[config.mk]
export PLATFORM = sky130hd
export DESIGN_NAME = serial_to_parallel_demux
export DESIGN_NICKNAME = d
export VERILOG_FILES = /design/src/rtl/serial_to_parallel_demux.sv
export SDC_FILE = /design/constraint.sdc
export NUM_CORES = 1
export LEC_CHECK = 0
export ABC_AREA = 1
export BUFFER_PORTS_ARGS = -buffer_cell sky130_fd_sc_hd__buf_4
export CORE_MARGIN = 2
export CORE_UTILIZATION = 45
export DETAILED_ROUTE_END_ITERATION = 10
export PLACE_DENSITY_LB_ADDON = 0.25
export SYNTH_ARGS = -nofsm -noshare
export SYNTH_HDL_FRONTEND = slang
export SYNTH_SLANG_ARGS = --single-unit
[constraint.sdc]
create_clock -name clk -period 3.8 [get_ports clk]
set_input_delay 0.19 -clock clk [delete_from_list [all_inputs] [get_ports clk]]
set_output_delay 0.19 -clock clk [all_outputs]
set_load 0.02 [all_outputs]
[src/rtl/serial_to_parallel_demux.sv]
// rtl/serial_to_parallel_demux.sv - serial bit stream to parallel word demux with valid/ready output slot
module serial_to_parallel_demux #(
    parameter int WIDTH     = 8,
    parameter int SEL_W     = 3,
    parameter bit MSB_FIRST = 1'b0
) (
    input  logic             clk,
    input  logic             reset,
    input  logic             bit_in,
    input  logic             bit_valid,
    input  logic             frame_start,
    output logic             bit_ready,
    output logic [WIDTH-1:0] word_out,
    output logic             word_valid,
    input  logic             word_ready,
    output logic [SEL_W-1:0] lane_sel,
    output logic             partial_drop
);

    localparam logic [SEL_W-1:0] LAST_LANE = SEL_W'(WIDTH - 1);

    logic [SEL_W-1:0] lane_sel_q, lane_sel_d;
    logic [WIDTH-1:0] asm_q, asm_d;
    logic [WIDTH-1:0] word_q, word_d;
    logic             word_valid_q, word_valid_d;
    logic             partial_drop_q, partial_drop_d;

    logic             at_last;
    logic             accept;
    logic             complete;
    logic [SEL_W-1:0] lane_idx;
    logic [SEL_W-1:0] bit_pos;

    always_comb begin
        at_last   = (lane_sel_q == LAST_LANE);
        bit_ready = ~at_last | frame_start | ~word_valid_q | word_ready;
        accept    = bit_valid & bit_ready;
        complete  = accept & ~frame_start & at_last;

        // frame_start forces the bit into the first lane of the mapping
        lane_idx = frame_start ? '0 : lane_sel_q;
        bit_pos  = MSB_FIRST ? (LAST_LANE - lane_idx) : lane_idx;

        asm_d = asm_q;
        if (accept) begin
            asm_d[bit_pos] = bit_in;
        end

        lane_sel_d = lane_sel_q;
        if (accept) begin
            if (frame_start) begin
                lane_sel_d = SEL_W'(1);
            end else if (at_last) begin
                lane_sel_d = '0;
            end else begin
                lane_sel_d = lane_sel_q + SEL_W'(1);
            end
        end

        // a completion on the same edge as a transfer keeps the slot full
        word_valid_d   = complete | (word_valid_q & ~word_ready);
        word_d         = complete ? asm_d : word_q;
        partial_drop_d = accept & frame_start & (lane_sel_q != '0);
    end

    always_ff @(posedge clk or posedge reset) begin
        if (reset) begin
            lane_sel_q     <= '0;
            asm_q          <= '0;
            word_q         <= '0;
            word_valid_q   <= 1'b0;
            partial_drop_q <= 1'b0;
        end else begin
            lane_sel_q     <= lane_sel_d;
            asm_q          <= asm_d;
            word_q         <= word_d;
            word_valid_q   <= word_valid_d;
            partial_drop_q <= partial_drop_d;
        end
    end

    assign word_out     = word_q;
    assign word_valid   = word_valid_q;
    assign lane_sel     = lane_sel_q;
    assign partial_drop = partial_drop_q;

endmodule

==> impl_metrics.json, run 1 <==
{
  "outcome": "finished, final reports clean",
  "die_w_um": 52.99,
  "skew_ns": 0.0007007,
  "rows": 17,
  "critPathSlowestCell": "dfrtp_1",
  "hold_slack_ns": 0.02295,
  "die_h_um": 52.99,
  "crit_path_max_incr_delay_ns": 0.45,
  "drv_slew": 0,
  "p_per_area_nw_per_um2": 500.4,
  "via_count": 841,
  "cts_tree": "yes",
  "grt_overflow": 0,
  "port_buffers": 19,
  "fin_util_pct": 56.36,
  "routedWlPerCell_um": 10.80,
  "max_slew_margin_pct": 48.76,
  "p_leak_uw": 0.0006907,
  "worstSetupEndpointType": "flip-flop",
  "initial_core_util_pct": 48.35,
  "yosys.area.top_type": "dfrtp_1",
  "postPlaceCellArea_um2": 1231,
  "final_nets": 161,
  "synth.avg_cell_area_um2": 8.306,
  "cp_max_fo": 23,
  "holdBufCountCts": 0,
  "hold_class": "primary input to async pin",
  "final_common_cell": "nand2_1",
  "insertion_delay_ns": 0.29,
  "io_pins": 20,
  "drtIter0Drc": 13,
  "drtAntennaViolNets": 0,
  "syn_to_final_growth_pct": 16.57,
  "fin_cells": 179,
  "grt_usage_pct": 17.39,
  "fin_crit_ns": 1.788,
  "period_share_pct": 47.06,
  "antenna_cells": 0,
  "grt_max_degree": 24,
  "antenna_found_initial": 0,
  "synthTopCellsByArea": "dfrtp_1 (49%), nand2_1 (13%), nand3_1 (9.3%)",
  "tightestPinTransition_ns": 0.7678,
  "grt_pass1_wl_mm": 3.456,
  "layout_common_cells": "nand2_1 (38), dfrtp_1 (21), nand3_1 (20)",
  "clock_sinks": 21,
  "ys_types": 17,
  "worstSetupPathType": "flip-flop to flip-flop",
  "cts_made_buffers": 3,
  "ys_ff_latch": 21,
  "cp.arrival_ns": 2.03,
  "htreeDepth": 1,
  "drive_gt1_share_pct": 19.87,
  "clk_pin_slew_ns": 0.11,
  "hold_violations": 0,
  "die_area_um2": 2807,
  "cts_root_buf": "clkbuf_4",
  "netlist_instances": 130,
  "via_per_inst": 4.698,
  "tns_ns": 0,
  "core_um2": 2233,
  "dp_cells": 175,
  "cts.repair.resized": 0,
  "yosysWarnings": 0,
  "fin_area_um2": 1259,
  "max_freq_ghz": 0.5592,
  "drc": 0,
  "worstPathRequired_ns": 4.04,
  "synth_area_um2": 1080,
  "cp-start-kind": "flip-flop",
  "post_cts_buffers": 0,
  "dpl.hpwl_mm": 1.466,
  "grt_pass1_vias": 820,
  "setup_viol": 0,
  "syn_nets": 139,
  "synth_top_area_share_pct": 48.67,
  "drt-total-wl_mm": 1.933,
  "ir_worst_vdd_mv": 0.2884,
  "grt_setup_unrepaired": "no",
  "clk_path_buf_depth": 2,
  "routabilityCongestion": 0.8031,
  "crit_chain": "ha_1 -> ha_1 -> nand2_4 -> nor2_4 -> nor2_8 -> nand2_4 -> inv_2 -> nand3_1 -> nand2_1",
  "firstDrtPassIters": 4,
  "ys_seq_area_share_pct": 48.67,
  "max_cap_viol_count": 0,
  "num-fill-cells": 221
}
-- per-layer routing --
layer | vias up | track usage (%) | share of wire [%]
li1 | 441 | - | -
met4 | 0 | 8.547 | 0.88
met5 | - | 0 | 0
met3 | 2 | 3.390 | 3.6
met2 | 15 | 25.21 | 46
met1 | 383 | 24.64 | 49
-- worst paths after layout --
path / slack, ns / start / cells past startpoint / to
max: 2.01 / lane_sel[0] / 9 / word_out[7]
min: 0.02 / reset / 2 / word_out[0]
max reg2reg: 2.01 / lane_sel[0] / 9 / word_out[7]
min reg2reg: 0.50 / word_out[0] / 2 / word_out[0]
max in group asynchronous: 3.30 / reset / 2 / lane_sel[1]
min in group clk: 0.21 / frame_start / 3 / partial_drop
-- worst max-delay path: cells and delay by family, from the launching register on --
kind	cells	cell delay, ns
and+or+nand+nor	6	0.70
DFF	1	0.45
adders and majority gates	2	0.43
buffers and inverters	1	0.15
-- cells by family (layout without fill, tap and decap cells) --
family                   after synthesis  count (layout)  synth area share, %
AO/OA/AOI/OAI                          4               4                2.086
AND/OR/NAND/NOR                       80              80                36.15
flip-flops                            21              21                48.67
adder cells (fa/ha/maj)                3               3                3.477
buffers and inverters                 22              43                9.617
-- sequential cells by signal, summed over array words and instances, names as in the netlist --
name	flops
lane_sel	3
asm_q	8
partial_drop	1
word_out	8
word_valid	1
-- synthesized netlist by cell type --
cell type	instances
nand2_1	38
nand2_4	2
inv_1	18
nor2_1	9
inv_4	1
nor2_4	1
ha_1	3
nor2_8	1
a211oi_1	1
nand3_2	1
dfrtp_1	21
nand3_1	20
o21ai_0	3
buf_6	1
buf_8	1
inv_2	1
and2_1	8
-- stage by stage --
stage | worst slack, ns | total power (uW)
2_1_floorplan | 2.154 | 452.5
3_3_place_gp | 2.094 | 530.8
3_5_place_dp | 2.028 | 532.7
4_1_cts | 2.005 | 639.5
5_1_grt | 1.871 | 682.3
6_report | 2.012 | 629.9
-- layout make-up --
class / instances / area, um^2 / area share [%]
clock inverter: 1 / 5.005 / 0.3976
inverter: 20 / 77.57 / 6.163
clock buffer: 3 / 22.52 / 1.789
timing repair buffer: 19 / 142.6 / 11.33
sequential: 21 / 525.5 / 41.75
multi-input combinational: 87 / 450.4 / 35.79
tap: 28 / 35.03 / 2.783
-- power breakdown --
part / internal, uW / switching, uW / leakage (uW)
logic: 90.8 / 121 / 0.000420
clock network: 39.2 / 65.4 / 0.0000177
registers: 283 / 30.9 / 0.000253
Note: power is estimated with default switching activity, not from simulation.
==> run 2: changes to the inputs <==
- ABC_AREA: 1 -> 0
- clock period: 3.8 -> 1.8 ns (I/O delays scaled with it)
==> impl_metrics.json, run 2 <==
{
  "outcome": "finished, final reports clean",
  "tns_ns": 0,
  "hold_class": "primary input to flip-flop",
  "syn_to_final_growth_pct": 27.18,
  "drv_slew": 0,
  "regToRegSetupSlack_ns": 0.003,
  "rr_worst_depth": 7,
  "die_w_um": 51.22,
  "die_h_um": 51.22,
  "cts_tree": "yes",
  "initial_core_util_pct": 46.25,
  "drc": 0,
  "grt_usage_pct": 15.27,
  "routedWlPerCell_um": 12.66,
  "grt_setup_unrepaired": "yes",
  "yosysMostFrequentCell": "dfrtp_1",
  "tightestPinTransition_ns": 0.7640,
  "hold_violations": 0,
  "synth_edf_count": 0,
  "clk_pin_slew_ns": 0.12,
  "cp-start-kind": "flip-flop",
  "cts_made_buffers": 3,
  "dpl.hpwl_mm": 1.203,
  "skew_ns": 0.01328,
  "max_slew_margin_pct": 49.01,
  "port_buffers": 19,
  "synth_common_cells": "dfrtp_1 (21), mux2_2 (10), mux2_4 (6), nand2_1 (5), nand3_1 (5)",
  "drt-total-wl_mm": 1.696,
  "synthFlopType": "dfrtp_1",
  "cp.arrival_ns": 2.00,
  "antenna_cells": 0,
  "synth.avg_cell_area_um2": 12.86,
  "setup_viol": 0,
  "crit_chain": "ha_4 -> ha_4 -> nand4bb_1 -> buf_6 -> nand4_1 -> mux2_4 -> mux2_2",
  "crit_path_max_incr_delay_ns": 0.44,
  "synthArstFlopShare_pct": 100.0,
  "dp_cells": 127,
  "fin_cells": 134,
  "ir_worst_vdd_mv": 0.5923,
  "layout_common_cells": "buf_4 (24), dfrtp_1 (19), mux2_2 (9)",
  "reg2reg_to": "word_out[3]",
  "via_per_inst": 4.858,
  "drtAntennaViolNets": 0,
  "core_um2": 2170,
  "yosys.area.top_type": "dfrtp_1",
  "drtIter0Drc": 3,
  "grt_overflow": 0,
  "num-fill-cells": 190,
  "cts_root_buf": "clkbuf_4",
  "ys_seq_area_share_pct": 52.37,
  "worstPathRequired_ns": 2.00,
  "antenna_found_initial": 0,
  "final_nets": 116,
  "syn_nets": 87,
  "die_area_um2": 2623,
  "p_leak_uw": 0.0006420,
  "fin_crit_ns": 1.797,
  "synthTopCellsByArea": "dfrtp_1 (52%), mux2_2 (11%), mux2_4 (9.0%)",
  "max_freq_ghz": 0.5566,
  "synth_area_um2": 1003,
  "period_share_pct": 99.82,
  "clock_sinks": 21,
  "grt_max_degree": 22,
  "cp_max_fo": 9,
  "clk_path_buf_depth": 2,
  "worstSetupPathType": "flip-flop to flip-flop",
  "io_pins": 20,
  "routabilityCongestion": 0.6947,
  "ys_types": 21,
  "grt_pass1_wl_mm": 2.953,
  "ys_ff_latch": 21,
  "yosysWarnings": 0,
  "netlist_instances": 78,
  "cp-endpoint": "word_out[3]",
  "max_cap_viol_count": 0,
  "r2r-start": "lane_sel[0]",
  "critPathSlowestCell": "dfrtp_2",
  "via_count": 651,
  "insertion_delay_ns": 0.30,
  "grt_pass1_vias": 637,
  "synth_top_area_share_pct": 52.37,
  "drive_gt1_share_pct": 50.00,
  "rows": 17,
  "cp-startpoint": "lane_sel[0]",
  "p_per_area_nw_per_um2": 950.3,
  "final_common_cell": "buf_4",
  "worstSetupEndpointType": "flip-flop",
  "firstDrtPassIters": 2,
  "cpMostUsedCell": "ha_4",
  "htreeDepth": 1
}
run 2: changes by cell type in the layout (fill, tap and decap cells not counted), sizes merged, moves of 3 or more:
cell	before	now
nand2	40	5
inv	20	4
mux2	0	16
nand3	21	5
nor2	11	1
and2	8	1
buf	19	26
a21oi	0	3
nand2b	0	3
run 2: per-layer routing:
layer  GRT usage (%)  part of all wire [%]  wire [um]  vias up
met1           21.37                    50        846      307
li1                -                     -          -      332
met4           3.947                  0.83         14        0
met3           5.263                   3.7         62        2
met2           22.73                    46        773       10
met5               0                     0          0        -
run 2: timing repair:
action	4_1_cts	5_1_grt
setup endpoints to repair	6	7
setup buffers	1	1
hold endpoints to repair	21	0
pin swaps	1	0
hold buffers	1	0
gates resized for setup	1	2
run 2: layout make-up:
cell class	count	area, um^2	area share [%]
flip-flops and latches	21	528.0	41.37
inverters	4	15.01	1.176
well taps	28	35.03	2.745
multi-input cells	50	457.9	35.88
clock inverters	1	5.005	0.3922
clock buffers	3	22.52	1.765
repair buffers	27	212.7	16.67
run 2: metrics by stage:
step / power (uW) / cell area (um^2) / hold WS (ns) / setup slack, ns / utilization (%)
after CTS: 1228 / 1261 / 0.04613 / -0.001283 / 58.13
after detailed placement: 1003 / 1212 / 0.2780 / -0.009774 / 55.88
after global placement: 991.6 / 1212 / 0.2683 / 0.02488 / 55.88
after floorplan: 874.2 / 1031 / 0.06639 / -0.07592 / -
after global routing: 1296 / 1276 / 0.04233 / -0.05929 / 58.82
final: 1213 / 1276 / 0.06018 / 0.003254 / 58.82
run 2: cell families after synthesis:
| family | share of synthesized area (%) |
|---|---|
| AO/OA/AOI/OAI | 3.242 |
| adder cells (fa/ha/maj) | 3.741 |
| buffers and inverters | 4.862 |
| flip-flops | 52.37 |
| multiplexers | 20.20 |
| AND/OR/NAND/NOR | 15.59 |
run 2: worst min path at each step:
stage              endpoint  slack [ns]  cells after the start  startpoint
3_3_place_gp    word_out[6]        0.27                      2       reset
6_report       partial_drop        0.06                      3   bit_valid
4_1_cts        partial_drop        0.05                      3   bit_valid
2_1_floorplan      asm_q[0]        0.07                      1       reset
5_1_grt        partial_drop        0.04                      3   bit_valid
3_5_place_dp    word_out[6]        0.28                      2       reset
run 2: worst max-delay path: cells and delay by family (launching register included):
kind / cells / cell delay (ns)
DFF: 1 / 0.44
buffers and inverters: 1 / 0.14
adders and majority gates: 2 / 0.32
muxes: 2 / 0.59
and+or+nand+nor: 2 / 0.22
run 2: report_power, final:
group / leakage (uW) / switching [uW] / internal, uW
combinational: 0.000350 / 177 / 206
sequential: 0.000274 / 40.2 / 572
clock: 0.0000177 / 135 / 82.8
total: 0.000642 / 352 / 861
